[src/rtl/affine_addr_decoder_pkg.sv]
// frail_scan_pkg: shared types for the affine address decoder
//  addr_t      address/coordinate word
//  dec_state_e decoder FSM states
//  coord_t     one decoded output beat
package frail_scan_pkg;
  localparam int ADDR_WIDTH = 32;
  typedef logic [ADDR_WIDTH-1:0] addr_t;
  typedef enum logic {IDLE, RUN} dec_state_e;
  typedef struct packed {
    addr_t x;
    addr_t y;
    logic  mismatch;
    logic  last;
  } coord_t;
endpackage

[src/rtl/affine_addr_decoder_scan_counter.sv]
// affine_scan_counter: tracks the scheduled (x, y) and expected address of the scan
//  clk, rst_n   clock, async active-low reset
//  load         latch cfg_* and restart at (0,0) with exp = row_base = cfg_offset
//  step         advance to the next scheduled coordinate
//  cfg_*        frame configuration
//  x, y         current scheduled coordinate
//  exp_addr     address expected at (x, y)
//  is_last      (x, y) is the final coordinate of the frame
module affine_scan_counter
  import frail_scan_pkg::*;
(
  input  logic                  clk,
  input  logic                  rst_n,
  input  logic                  load,
  input  logic                  step,
  input  logic [ADDR_WIDTH-1:0] cfg_offset,
  input  logic [ADDR_WIDTH-1:0] cfg_x_max,
  input  logic [ADDR_WIDTH-1:0] cfg_x_stride,
  input  logic [ADDR_WIDTH-1:0] cfg_y_max,
  input  logic [ADDR_WIDTH-1:0] cfg_y_stride,
  output logic [ADDR_WIDTH-1:0] x,
  output logic [ADDR_WIDTH-1:0] y,
  output logic [ADDR_WIDTH-1:0] exp_addr,
  output logic                  is_last
);
  addr_t r_x, r_y, r_exp, r_row_base, r_x_max, r_x_stride, r_y_max, r_y_stride;
  logic  w_x_end;
  assign w_x_end  = r_x == r_x_max - 1'b1;
  assign is_last  = w_x_end && r_y == r_y_max - 1'b1;
  assign x        = r_x;
  assign y        = r_y;
  assign exp_addr = r_exp;
  // The last step leaves everything in place; only the next load restarts the scan.
  always_ff @(posedge clk or negedge rst_n) begin
    if (!rst_n) begin
      r_x        <= '0;
      r_y        <= '0;
      r_exp      <= '0;
      r_row_base <= '0;
      r_x_max    <= '0;
      r_x_stride <= '0;
      r_y_max    <= '0;
      r_y_stride <= '0;
    end else if (load) begin
      r_x        <= '0;
      r_y        <= '0;
      r_exp      <= cfg_offset;
      r_row_base <= cfg_offset;
      r_x_max    <= cfg_x_max;
      r_x_stride <= cfg_x_stride;
      r_y_max    <= cfg_y_max;
      r_y_stride <= cfg_y_stride;
    end else if (step && !is_last) begin
      r_x        <= w_x_end ? '0 : r_x + 1'b1;
      r_y        <= w_x_end ? r_y + 1'b1 : r_y;
      r_row_base <= w_x_end ? r_row_base + r_y_stride : r_row_base;
      r_exp      <= w_x_end ? r_row_base + r_y_stride : r_exp + r_x_stride;
    end
  end
endmodule

[src/rtl/affine_addr_decoder.sv]
// affine_addr_decoder: recovers (x, y) from an affine address stream and flags out-of-order addresses
//  clk, rst_n               clock, async active-low reset
//  start, cfg_*             frame start pulse and configuration
//  in_valid/in_ready/addr_in   address input handshake
//  out_valid/out_ready      coordinate output handshake
//  out_x/out_y/out_mismatch/out_last   decoded beat
//  busy, done, cfg_err, err_sticky     status
module affine_addr_decoder
  import frail_scan_pkg::*;
#(
  parameter int ADDR_W = ADDR_WIDTH
) (
  input  logic              clk,
  input  logic              rst_n,
  input  logic              start,
  input  logic [ADDR_W-1:0] cfg_offset,
  input  logic [ADDR_W-1:0] cfg_x_max,
  input  logic [ADDR_W-1:0] cfg_x_stride,
  input  logic [ADDR_W-1:0] cfg_y_max,
  input  logic [ADDR_W-1:0] cfg_y_stride,
  input  logic              in_valid,
  output logic              in_ready,
  input  logic [ADDR_W-1:0] addr_in,
  output logic              out_valid,
  input  logic              out_ready,
  output logic [ADDR_W-1:0] out_x,
  output logic [ADDR_W-1:0] out_y,
  output logic              out_mismatch,
  output logic              out_last,
  output logic              busy,
  output logic              done,
  output logic              cfg_err,
  output logic              err_sticky
);
  dec_state_e r_state, w_next;
  coord_t     r_out;
  logic       r_out_valid, r_done, r_cfg_err, r_err_sticky;
  addr_t      w_x, w_y, w_exp;
  logic       w_is_last, w_accept, w_load, w_bad_cfg, w_mismatch;
  assign w_bad_cfg  = cfg_x_max == '0 || cfg_y_max == '0;
  assign w_load     = r_state == IDLE && start && !w_bad_cfg;
  // The output register may be refilled in the same cycle it drains.
  assign in_ready   = r_state == RUN && (!r_out_valid || out_ready);
  assign w_accept   = in_valid && in_ready;
  assign w_mismatch = addr_in != w_exp;
  affine_scan_counter u_cnt (
    .clk         (clk),
    .rst_n       (rst_n),
    .load        (w_load),
    .step        (w_accept),
    .cfg_offset  (cfg_offset),
    .cfg_x_max   (cfg_x_max),
    .cfg_x_stride(cfg_x_stride),
    .cfg_y_max   (cfg_y_max),
    .cfg_y_stride(cfg_y_stride),
    .x           (w_x),
    .y           (w_y),
    .exp_addr    (w_exp),
    .is_last     (w_is_last)
  );
  always_comb begin
    w_next = r_state;
    if (w_load) w_next = RUN;
    else if (w_accept && w_is_last) w_next = IDLE;
  end
  always_ff @(posedge clk or negedge rst_n) begin
    if (!rst_n) r_state <= IDLE;
    else r_state <= w_next;
  end
  always_ff @(posedge clk or negedge rst_n) begin
    if (!rst_n) begin
      r_out        <= '0;
      r_out_valid  <= 1'b0;
      r_done       <= 1'b0;
      r_cfg_err    <= 1'b0;
      r_err_sticky <= 1'b0;
    end else begin
      r_done       <= w_accept && w_is_last;
      r_cfg_err    <= r_state == IDLE && start && w_bad_cfg;
      r_err_sticky <= !w_load && (r_err_sticky || (w_accept && w_mismatch));
      if (w_accept) begin
        r_out       <= '{x: w_x, y: w_y, mismatch: w_mismatch, last: w_is_last};
        r_out_valid <= 1'b1;
      end else if (out_ready) begin
        r_out_valid <= 1'b0;
      end
    end
  end
  assign out_valid    = r_out_valid;
  assign out_x        = r_out.x;
  assign out_y        = r_out.y;
  assign out_mismatch = r_out.mismatch;
  assign out_last     = r_out.last;
  assign busy         = r_state == RUN;
  assign done         = r_done;
  assign cfg_err      = r_cfg_err;
  assign err_sticky   = r_err_sticky;
endmodule
[config.mk]
export PLATFORM = sky130hd
export DESIGN_NAME = affine_addr_decoder
export DESIGN_NICKNAME = d
export VERILOG_FILES = /design/src/rtl/affine_addr_decoder_pkg.sv /design/src/rtl/affine_addr_decoder_scan_counter.sv /design/src/rtl/affine_addr_decoder.sv
export SDC_FILE = /design/constraint.sdc
export NUM_CORES = 1
export LEC_CHECK = 0
export ABC_AREA = 0
export CORE_MARGIN = 5
export CORE_UTILIZATION = 55
export DETAILED_ROUTE_END_ITERATION = 8
export PLACE_DENSITY = 0.86
export SKIP_LAST_GASP = 1
export SLEW_MARGIN = 25
export SYNTH_ARGS = -nofsm -noshare
export SYNTH_HDL_FRONTEND = slang
export SYNTH_HIERARCHICAL = 1
export SYNTH_SLANG_ARGS = --single-unit
export TNS_END_PERCENT = 30
[constraint.sdc]
create_clock -name clk -period 9.75 [get_ports clk]
set_clock_uncertainty 0.2 [all_clocks]
set_input_delay 0.975 -clock clk [delete_from_list [all_inputs] [get_ports clk]]
set_output_delay 0.975 -clock clk [all_outputs]
set_load 0.03 [all_outputs]
# Word level (Yosys, flattened, before mapping)
# Cells that the tools add are included.
[word_totals] wordCells=67 inputBits=197 ff_bits=327
[op_classes] mux=16 n_addsub=6 n_eq_ne=3 reduce_logical=24 bitwise_logic=1
[ops] cell="$mux W32" count=12
[ops] cell="$add A32 B1 Y32 const B" count=2
[ops] cell="$add A32 B32 Y32" count=2
[ops] cell="$eq A32 B32 Y1" count=2
[ops] cell="$logic_not A32 Y1" count=2
[ops] cell="$sub A32 B1 Y32 const B" count=2
[ops] cell="$ne A32 B32 Y1" count=1
[ops] cell="$logic_and A1 B1 Y1" count=10
[ops] cell="$reduce_bool A2 Y1" count=4
[ops] cell="$logic_not A1 Y1" count=4
[ops] cell="$mux W1" count=4
[ops] cell="$logic_or A1 B1 Y1" count=3
[ops] cell="$reduce_and A2 Y1" count=1
[ops] cell="$not A1 Y1" count=1

# Logic depth before layout (Yosys ltp)
# Gate-level depths: netlist of the first run.
[logic_depth] depth_word=7 depth_mapped=16 mapped_depth_nobuf=13

# Modules after synthesis
# The synthesis of the first run kept the hierarchy.
[by_module_without_submodules] module="affine_scan_counter" n_inst=1 seq_area_each_um2=6406.1 area_per_inst_um2=17151.4 cells_each=1828
[by_module_without_submodules] module="affine_addr_decoder" n_inst=1 seq_area_each_um2=1776.7 area_per_inst_um2=3193.1 cells_each=357

# Worst setup path after synthesis of the first run
# No wires, ideal clock.
[synth_timing] path_kind="reg2reg" start="register u_cnt.r_x_max[0]" end="register u_cnt.r_y[24] (netlist: u_cnt/y[24])" path_buffers=1 period_less_slack_ps=4079 arrival_ps=3751 setup_slack_ps=5671 setup_time_ps=128 path_stages_with_launch=14 t_required_ps=9422 path_cell_list="dfrtp_1 inv_1 ha_1 nor3b_1 nand3_2 or4_1 a2111oi_1 nand4_1 or4_4 nor2_4 a21oi_2 buf_6 nor4_2 mux2_1"
[synth_between] elab_chain_len=7 elab_cells_between_ends=8
[synth_rtl] item="from (decl)" line_no="affine_addr_decoder_scan_counter.sv:26" rtl="addr_t r_x, r_y, r_exp, r_row_base, r_x_max, r_x_stride, r_y_max, r_y_stride;"
[synth_rtl] item="from (signal assigned)" line_no="affine_addr_decoder_scan_counter.sv:49" rtl="r_x_max <= cfg_x_max;"
[synth_rtl] item="$sub A32 B1 Y32 *" line_no="affine_addr_decoder_scan_counter.sv:28" rtl="assign w_x_end = r_x == r_x_max - 1'b1;"
[synth_rtl] item="$eq A32 B32 Y1 *" line_no="affine_addr_decoder_scan_counter.sv:28"
[synth_rtl] item="$logic_and A1 B1 Y1" line_no="affine_addr_decoder_scan_counter.sv:29" rtl="assign is_last = w_x_end && r_y == r_y_max - 1'b1;"
[synth_rtl] item="$logic_not A1 Y1" line_no="affine_addr_decoder_scan_counter.sv:53" rtl="end else if (step && !is_last) begin"
[synth_rtl] item="$logic_and A1 B1 Y1" line_no="affine_addr_decoder_scan_counter.sv:53"
[synth_rtl] item="$reduce_bool A2 Y1 (no source line)"
[synth_rtl] item="$reduce_and A2 Y1 (no source line) *"
[synth_rtl] item="to (signal assigned)" line_no="affine_addr_decoder_scan_counter.sv:55" rtl="r_y <= w_x_end ? r_y + 1'b1 : r_y;"
[synth_rtl] item="to (decl)" line_no="affine_addr_decoder_scan_counter.sv:26"
# Mark *: on every way between the ends. The rest lies on a longest branch, timed or not.
# A chain may end at the register's enable or synchronous reset.

# Final worst setup path of the first run
[layout_timing] start="register u_cnt.r_x_max[4]" end="register u_cnt.r_y[8] (netlist: u_cnt/y[8])"
# The elaborated chain is that of the path after synthesis.

==> impl_metrics.env, run 1 <==
export IMPL_cp_required_ns=9.97
export IMPL_worstPathArrival_ns=5.81
export IMPL_r2r_start="u_cnt/r_x_max[4]"
export IMPL_antenna_found_initial=0
export IMPL_wl_um=63250
export IMPL_fin_crit_ns=5.584
export IMPL_crit_path_end_kind="flip-flop"
export IMPL_worstPathMaxFanout=65
export IMPL_rsz0062_at_grt="no"
export IMPL_cp_num_buf_inv=1
export IMPL_synth_cell_types=93
export IMPL_crit_end="u_cnt/y[8]"
export IMPL_cpLargestDelayFamily="simple AND/OR/NAND/NOR gates"
export IMPL_grt_max_degree=149
export IMPL_relSlewSlack_pct=27.81
export IMPL_crit_path_start_kind="flip-flop"
export IMPL_htree_levels=2
export IMPL_p_leak_nw=10.41
export IMPL_syn2layout_area_growth_pct=20.71
export IMPL_core_area_um2=36520
export IMPL_seq_area_frac_synth_pct=40.22
export IMPL_boundaryPins=269
export IMPL_die_area_um2=40940
export IMPL_ctsResizeCount=0
export IMPL_synth_edff_count=0
export IMPL_drt_iter0_drc=1582
export IMPL_syn_area_per_cell_um2=9.311
export IMPL_slowest_delay_ns=0.78
export IMPL_cp_common_cell="nand4_1"
export IMPL_crit_type="reg2reg"
export IMPL_clk_pin_slew_ns=0.06
export IMPL_yosysMostFrequentCell="nand2_1"
export IMPL_use_met2_pct=49.12
export IMPL_synth_nets=2450
export IMPL_hold_path_class="in2async"
export IMPL_ant_nets=0
export IMPL_cpMaxStageDelayCell="nor4_1"
export IMPL_synthArstFlopShare_pct=100.0
export IMPL_synth_common_cells="341 x nand2_1, 327 x dfrtp_1, 149 x o21ai_0, 142 x mux2_2, 95 x nor2_1"
export IMPL_numCtsBuffers=37
export IMPL_synthTopCellsByArea="dfrtp_1 40%, mux2_2 7.9%, nand2_1 6.3%"
export IMPL_syn_area_um2=20340
export IMPL_drc_errors=0
export IMPL_setup_violations_final=0
export IMPL_ctsLongestPathBuffers=3
export IMPL_busiest_layer="met2"
export IMPL_synth_cells=2185
export IMPL_design_area_um2=24560
export IMPL_clock_sinks=327
export IMPL_wl_per_cell_um=21.78
export IMPL_path_cells="nor4_4, nand3_2, or4_1, a2111oi_1, nand4_1, nor4_1, nand4_1, a21oi_4, buf_4, nor3b_1, mux2_1"
export IMPL_crit_path_start="u_cnt/r_x_max[4]"
export IMPL_yosys_warnings=6
export IMPL_place_congestion=0.9676
export IMPL_grt_usage_pct=30.18
export IMPL_cts_setup_buffers=0
export IMPL_nNetsFinal=2675
export IMPL_worstMarginPinSlew_ns=1.076
export IMPL_worst_r2r_setup_slack_ns=4.17
export IMPL_worstSkewPairLatency_ns=0.55
export IMPL_start_util_pct=55.70
export IMPL_die_y_um=202.3
export IMPL_max_clock_freq_ghz=0.1791
export IMPL_grt_pass1_vias=17964
export IMPL_outcome="complete, no violations"
export IMPL_overflow=0
export IMPL_holdBufCountCts=0
export IMPL_port_buffers=268
export IMPL_drt_first_pass_iters=6
export IMPL_use_met3_pct=4.444
export IMPL_use_met1_pct=41.71
export IMPL_min_period_over_period_pct=57.27
export IMPL_placed_cell_area_um2=23290
export IMPL_max_cap_viol_count=0
export IMPL_fp_dieW_um=202.3
export IMPL_slew_viol_final=0
export IMPL_reg2reg_depth=11
export IMPL_hold_viol=0
export IMPL_cts_tree="yes"
export IMPL_drive_gt1_share_pct=11.00
export IMPL_r2r_end="u_cnt/y[8]"
export IMPL_yosysTopAreaCell="dfrtp_1"
export IMPL_vdd_drop_max_uv=146.1
export IMPL_dp_final_hpwl_um=46950
export IMPL_via_per_inst=6.295
export IMPL_via_count=18282
export IMPL_tns_ns=0
export IMPL_ys_seq_elements=327
export IMPL_yosys_area_top_type_share_pct=40.22
export IMPL_ys_flop_type="dfrtp_1"
export IMPL_num_rows=70
export IMPL_antenna_cells=0
export IMPL_cp_depth=11
export IMPL_power_density_nw_per_um2=278.2
export IMPL_cts_root_buffer="clkbuf_16"
export IMPL_grt_pass1_wl_um=100000
==> flip-flops by register name, indices dropped and copies added, names as in the netlist, 32 cells and up <==
signal / cells
u_cnt/r_x_stride: 32
out_y: 32
u_cnt/x: 32
u_cnt/y: 32
u_cnt/r_row_base: 32
out_x: 32
u_cnt/exp_addr: 32
u_cnt/r_x_max: 32
u_cnt/r_y_max: 32
u_cnt/r_y_stride: 32
==> worst min path at each step <==
stage                     end         from  slack [ns]
detailed placement   out_x[7]     out_x[7]        0.26
finish              out_valid        rst_n        0.12
global route        out_valid        rst_n        0.16
CTS                  out_x[7]     out_x[7]        0.28
global placement     out_y[2]     out_y[2]        0.26
floorplan           out_y[18]  u_cnt/y[18]        0.23
==> where the power goes <==
group | internal, W | total (W) | switching [W]
clock network | 0.000838 | 0.00142 | 0.000586
registers | 0.00172 | 0.00218 | 0.000462
logic | 0.00144 | 0.00323 | 0.00179
total | 0.00399 | 0.00683 | 0.00284
==> cells in the final DEF, fill, tap and decap left out, drive strengths merged, types with 51 or more instances in the layout <==
master	synthesis	final
dfrtp	327	327
a21oi	85	85
nor4	55	55
o21ai	170	170
xnor2	70	70
inv	49	51
nor2	96	96
clkdlybuf4s50	0	267
ha	66	66
mux2	150	150
xor2	94	94
nand2	342	342
clkbuf	60	51
nor3	61	61
==> cell families (layout without fill, tap and decap cells) <==
logic type,Yosys count,after routing,synth area share [%]
AOI/OAI and AO/OA,454,454,14.27
xor gates and xnor gates,164,164,7.060
buffers and inverters,150,401,3.327
DFF,327,327,40.22
adders and majority gates,68,68,4.256
and+or+nand+nor,825,825,20.25
muxes,197,197,10.62
==> routing by layer <==
layer  up-vias  wire length [um]
met2       822             29380
met5         -                 0
met4         0              2201
li1       8386                 -
met1      8922             26920
met3       152              4746
==> layout make-up <==
cell class	instances	area, um2
Fill cell	2841	11960
Multi-Input combinational cell	1708	11510
Sequential cell	327	8183
Timing Repair Buffer	286	2863
Clock buffer	51	1091
Tap cell	468	585.6
Inverter	50	187.7
Clock inverter	14	138.9
==> stage by stage <==
stage | hold WS, ns | power, W | utilization, % | instances | worst slack, ns
finish | 0.1234 | 0.006832 | 67.24 | 2904 | 4.166
global route | 0.1642 | 0.007253 | 67.24 | 2904 | 4.038
CTS | 0.2779 | 0.006783 | 67.15 | 2903 | 4.250
detailed placement | 0.2632 | 0.005329 | 63.78 | 2838 | 4.284
global placement | 0.2573 | 0.005221 | 63.78 | 2838 | 4.425
floorplan | 0.2326 | 0.004395 | - | 2185 | 5.671
Power figures use the tool's default switching activity.
==> inputs of run 2 (changes only) <==
Settings changed: CORE_UTILIZATION 55 to 51, PLACE_DENSITY 0.86 to 0.84.
Clock period 9.75 ns to 5.1 ns, I/O delays scaled along.
==> run 2 against run 1 <==
Critical path depth increased by 2; combinational power grew 92%; core utilization down 4.9 points; die area rose by 7.4%; sequential cell count is the same; critical path type unchanged.
==> impl_metrics.env, run 2 (synthesis results as in run 1) <==
export IMPL_outcome="complete, no violations"
export IMPL_fin_crit_ns=4.834
export IMPL_rsz0062_at_grt="no"
export IMPL_path_cells="or4_1, or3_1, a2111o_1, a211oi_1, nand4_1, nor4_1, buf_4, nand4_1, buf_4, a21oi_4, buf_4, a21oi_1, a2bb2oi_1"
export IMPL_cp_common_cell="buf_4"
export IMPL_wl_per_cell_um=21.48
export IMPL_syn2layout_area_growth_pct=21.44
export IMPL_tns_ns=0
export IMPL_power_density_nw_per_um2=524.5
export IMPL_ctsResizeCount=0
export IMPL_die_area_um2=43980
export IMPL_die_y_um=209.7
export IMPL_worst_r2r_setup_slack_ns=0.27
export IMPL_via_per_inst=6.108
export IMPL_grt_pass1_wl_um=100000
export IMPL_clock_sinks=327
export IMPL_max_cap_viol_count=0
export IMPL_cts_tree="yes"
export IMPL_cpMaxStageDelayCell="or4_1"
export IMPL_p_leak_nw=10.47
export IMPL_r2r_end="u_cnt/exp_addr[23]"
export IMPL_worstPathArrival_ns=5.10
export IMPL_fin_util_pct=62.33
export IMPL_num_rows=73
export IMPL_whs_path_depth=2
export IMPL_wl_um=63980
export IMPL_crit_path_end_kind="flip-flop"
export IMPL_cp_required_ns=5.37
export IMPL_fillers=3328
export IMPL_cts_root_buffer="clkbuf_16"
export IMPL_nNetsFinal=2692
export IMPL_start_util_pct=51.32
export IMPL_grt_pass1_vias=18035
export IMPL_dpl_cell_count=2912
export IMPL_mostFrequentLayoutCell="nand2_1"
export IMPL_min_period_over_period_pct=94.78
export IMPL_drive_gt1_share_pct=11.57
export IMPL_slowest_delay_ns=0.70
export IMPL_ant_nets=0
export IMPL_antenna_found_initial=0
export IMPL_grt_max_degree=115
export IMPL_overflow=0
export IMPL_worstMarginPinSlew_ns=1.042
export IMPL_numCtsBuffers=37
export IMPL_min_to="out_x[18]"
export IMPL_clk_pin_slew_ns=0.06
export IMPL_final_cells=2979
export IMPL_drc_errors=0
export IMPL_vdd_drop_max_uv=280.9
export IMPL_layout_common_cells="341 x nand2_1, 327 x dfrtp_1, 267 x clkdlybuf4s50_1, 149 x o21ai_0, 142 x mux2_2"
export IMPL_grt_usage_pct=28.29
export IMPL_relSlewSlack_pct=30.09
export IMPL_holdBufCountCts=1
export IMPL_setup_violations_final=0
export IMPL_hold_start="out_x[18]"
export IMPL_htree_levels=2
export IMPL_port_buffers=268
export IMPL_via_count=18195
export IMPL_core_area_um2=39640
export IMPL_antenna_cells=0
export IMPL_boundaryPins=269
export IMPL_r2r_start="u_cnt/r_y_max[6]"
export IMPL_worstPathMaxFanout=21
export IMPL_place_congestion=0.9671
export IMPL_drt_first_pass_iters=5
export IMPL_worstSkewPairLatency_ns=0.56
export IMPL_crit_type="reg2reg"
export IMPL_cts_setup_buffers=0
export IMPL_reg2reg_depth=13
export IMPL_hold_path_class="reg2reg"
export IMPL_dp_final_hpwl_um=48590
export IMPL_drt_iter0_drc=1634
export IMPL_ctsLongestPathBuffers=3
export IMPL_slew_viol_final=0
export IMPL_max_clock_freq_ghz=0.2069
export IMPL_crit_path_start_kind="flip-flop"
export IMPL_fp_dieW_um=209.7
export IMPL_hold_viol=0
==> run 2: worst max-delay path: cells and delay by family, from the launching register on <==
kind                   cells  cell delay (ns)
AO/OA/AOI/OAI              5             1.41
buffers and inverters      3             0.70
flip-flops                 1             0.47
AND/OR/NAND/NOR            5             1.96
==> run 2: routing by layer <==
metal,wire [um],part of all wire [%],track usage [%]
met5,0,0,0
met1,27390,43,39.46
met4,2066,3.2,9.271
met3,4864,7.6,4.694
met2,29650,46,45.28
==> run 2: report_power, final <==
group	internal (W)	switching, W
sequential	0.00328	0.000869
clock	0.00151	0.00111
combinational	0.00277	0.00343
==> run 2: area by class of cell <==
| cell class | count | area, um2 | share of cell area [%] |
|---|---|---|---|
| multi-input combinational | 1708 | 11520 | 46.62 |
| sequential | 327 | 8183 | 33.12 |
| timing repair buffer | 303 | 2990 | 12.10 |
| clock buffer | 53 | 1066 | 4.315 |
| tap | 525 | 656.9 | 2.659 |
| inverter | 50 | 187.7 | 0.7596 |
| clock inverter | 13 | 105.1 | 0.4254 |
==> run 2: worst max-delay path by stage <==
| stage | startpoint | endpoint | slack (ns) | depth (start not counted) |
|---|---|---|---|---|
| global route | u_cnt/r_y_max[6] | u_cnt/exp_addr[23] | 0.08 | 13 |
| detailed placement | u_cnt/r_y_max[6] | u_cnt/y[15] | 0.42 | 12 |
| floorplan | u_cnt/r_x_max[0] | u_cnt/y[24] | 1.02 | 13 |
| global placement | u_cnt/r_y_max[6] | u_cnt/y[13] | 0.54 | 12 |
| CTS | u_cnt/r_y_max[6] | u_cnt/y[15] | 0.38 | 12 |
| finish | u_cnt/r_y_max[6] | u_cnt/exp_addr[23] | 0.27 | 13 |
==> run 2: through the flow <==
stage,hold slack (ns),total power [W],cell area (um2),setup slack (ns)
3_5_place_dp,0.2638,0.01023,23530,0.4212
3_3_place_gp,0.2593,0.01005,23520,0.5414
6_report,0.2733,0.01296,24710,0.2663
5_1_grt,0.2928,0.01381,24710,0.08363
4_1_cts,0.2779,0.01291,24710,0.3837
2_1_floorplan,0.01441,0.008401,20340,1.021
==> inputs of run 3 (changes only) <==
Settings changed: PLACE_DENSITY 0.84 to 0.78.
==> run 3 against run 2 <==
Maximum frequency increased by 1.4%; largest power group unchanged; combinational power increased by 0.6%; via count decreased by 0.86%; sequential share of layout area about the same; register-to-register slack improved by 0.07 ns; die area unchanged; hold slack about the same.
==> impl_metrics.env, run 3 (synthesis results as in run 1) <==
export IMPL_outcome="complete, no violations"
export IMPL_total_power_w=0.01308
export IMPL_design_area_um2=24740
export IMPL_whs_path_depth=2
export IMPL_antenna_found_initial=0
export IMPL_max_cap_viol_count=0
export IMPL_clock_sinks=327
export IMPL_placed_cell_area_um2=23510
export IMPL_cts_root_buffer="clkbuf_16"
export IMPL_relSlewSlack_pct=29.56
export IMPL_vdd_drop_max_uv=271.2
export IMPL_final_cells=2976
export IMPL_clk_pin_slew_ns=0.06
export IMPL_via_per_inst=6.061
export IMPL_start_util_pct=51.32
export IMPL_cts_tree="yes"
export IMPL_worstPathArrival_ns=5.05
export IMPL_worstSkewPairLatency_ns=0.57
export IMPL_numCtsBuffers=38
export IMPL_slew_viol_final=0
export IMPL_crit_type="reg2reg"
export IMPL_rsz0062_at_grt="no"
export IMPL_layout_common_cells="341 x nand2_1, 327 x dfrtp_1, 267 x clkdlybuf4s50_1, 149 x o21ai_0, 142 x mux2_2"
export IMPL_mostFrequentLayoutCell="nand2_1"
export IMPL_power_density_nw_per_um2=528.6
export IMPL_drc_errors=0
export IMPL_ctsResizeCount=0
export IMPL_min_to="out_x[22]"
export IMPL_worstMarginPinSlew_ns=1.053
export IMPL_via_count=18038
export IMPL_worst_r2r_setup_slack_ns=0.33
export IMPL_grt_max_degree=120
export IMPL_grt_usage_pct=28.35
export IMPL_crit_path_start_kind="flip-flop"
export IMPL_antenna_cells=0
export IMPL_cts_setup_buffers=0
export IMPL_dpl_cell_count=2909
export IMPL_nNetsFinal=2690
export IMPL_overflow=0
export IMPL_die_area_um2=43980
export IMPL_core_area_um2=39640
export IMPL_r2r_end="u_cnt/exp_addr[23]"
export IMPL_boundaryPins=269
export IMPL_crit_path_end_kind="flip-flop"
export IMPL_hold_start="out_x[22]"
export IMPL_max_clock_freq_ghz=0.2098
export IMPL_ctsLongestPathBuffers=3
export IMPL_drive_gt1_share_pct=11.30
export IMPL_dp_final_hpwl_um=48510
export IMPL_fin_crit_ns=4.765
export IMPL_syn2layout_area_growth_pct=21.61
export IMPL_grt_pass1_wl_um=100000
export IMPL_wl_per_cell_um=21.52
export IMPL_setup_violations_final=0
export IMPL_ant_nets=0
export IMPL_wl_um=64050
export IMPL_grt_pass1_vias=17954
export IMPL_drt_first_pass_iters=5
export IMPL_tns_ns=0
export IMPL_cp_required_ns=5.38
export IMPL_reg2reg_depth=13
export IMPL_place_congestion=0.9896
export IMPL_hold_path_class="reg2reg"
export IMPL_fp_dieW_um=209.7
export IMPL_min_period_over_period_pct=93.44
export IMPL_die_y_um=209.7
export IMPL_port_buffers=268
export IMPL_htree_levels=2
export IMPL_hold_viol=0
export IMPL_r2r_start="u_cnt/r_y_max[6]"
export IMPL_drt_iter0_drc=1524
export IMPL_worstPathMaxFanout=21
export IMPL_p_leak_nw=10.48
export IMPL_num_rows=73
export IMPL_holdBufCountCts=1
==> run 3: worst max-delay path, stage by stage, from the launching register on <==
cell	delay, ns
dfrtp_1	0.47
or4_1	0.69
or3_1	0.53
a2111o_1	0.32
a211oi_1	0.37
nand4_1	0.15
nor4_1	0.50
buf_4	0.22
nand4_1	0.07
buf_4	0.19
a21oi_4	0.46
buf_4	0.30
a21oi_1	0.06
a2bb2oi_1	0.15
==> run 3: metrics by stage <==
step	hold slack, ns	setup WS [ns]	utilization [%]
6_report	0.2732	0.3347	62.41
2_1_floorplan	0.01441	1.021	-
5_1_grt	0.2965	0.1251	62.41
3_3_place_gp	0.2585	0.4972	59.30
3_5_place_dp	0.2658	0.4393	59.30
4_1_cts	0.2798	0.4173	62.41
==> run 3: worst max-delay path by stage <==
stage	from	depth (start not counted)	end	slack (ns)
final	u_cnt/r_y_max[6]	13	u_cnt/exp_addr[23]	0.33
after global routing	u_cnt/r_y_max[6]	10	u_cnt/r_row_base[17]	0.13
after CTS	u_cnt/r_y_max[0]	12	u_cnt/r_row_base[14]	0.42
after detailed placement	u_cnt/r_y_max[0]	12	u_cnt/r_row_base[14]	0.44
after global placement	u_cnt/r_y_max[0]	12	u_cnt/r_row_base[14]	0.50
after floorplan	u_cnt/r_x_max[0]	13	u_cnt/y[24]	1.02
==> run 3: layout make-up <==
class / count / area (um2)
clock buffer: 57 / 1124
sequential: 327 / 8183
timing repair buffer: 300 / 2980
fill: 3349 / 14900
clock inverter: 9 / 98.84
tap: 525 / 656.9
multi-input combinational: 1708 / 11510
inverter: 50 / 187.7
==> run 3: layer usage <==
metal | global-route usage [%] | vias up | share of wire, % | wire length (um)
met5 | 0 | - | 0 | 0
met4 | 10.08 | 0 | 3.6 | 2317
met3 | 4.559 | 138 | 7.2 | 4634
met2 | 45.00 | 727 | 45 | 28950
met1 | 39.61 | 8773 | 44 | 28150
li1 | - | 8400 | - | -
==> run 3: report_power, final <==
part           internal, W  switching, W  leakage [nW]
logic              0.00277       0.00346          5.77
clock network      0.00158       0.00112         0.598
registers          0.00328      0.000870          4.12
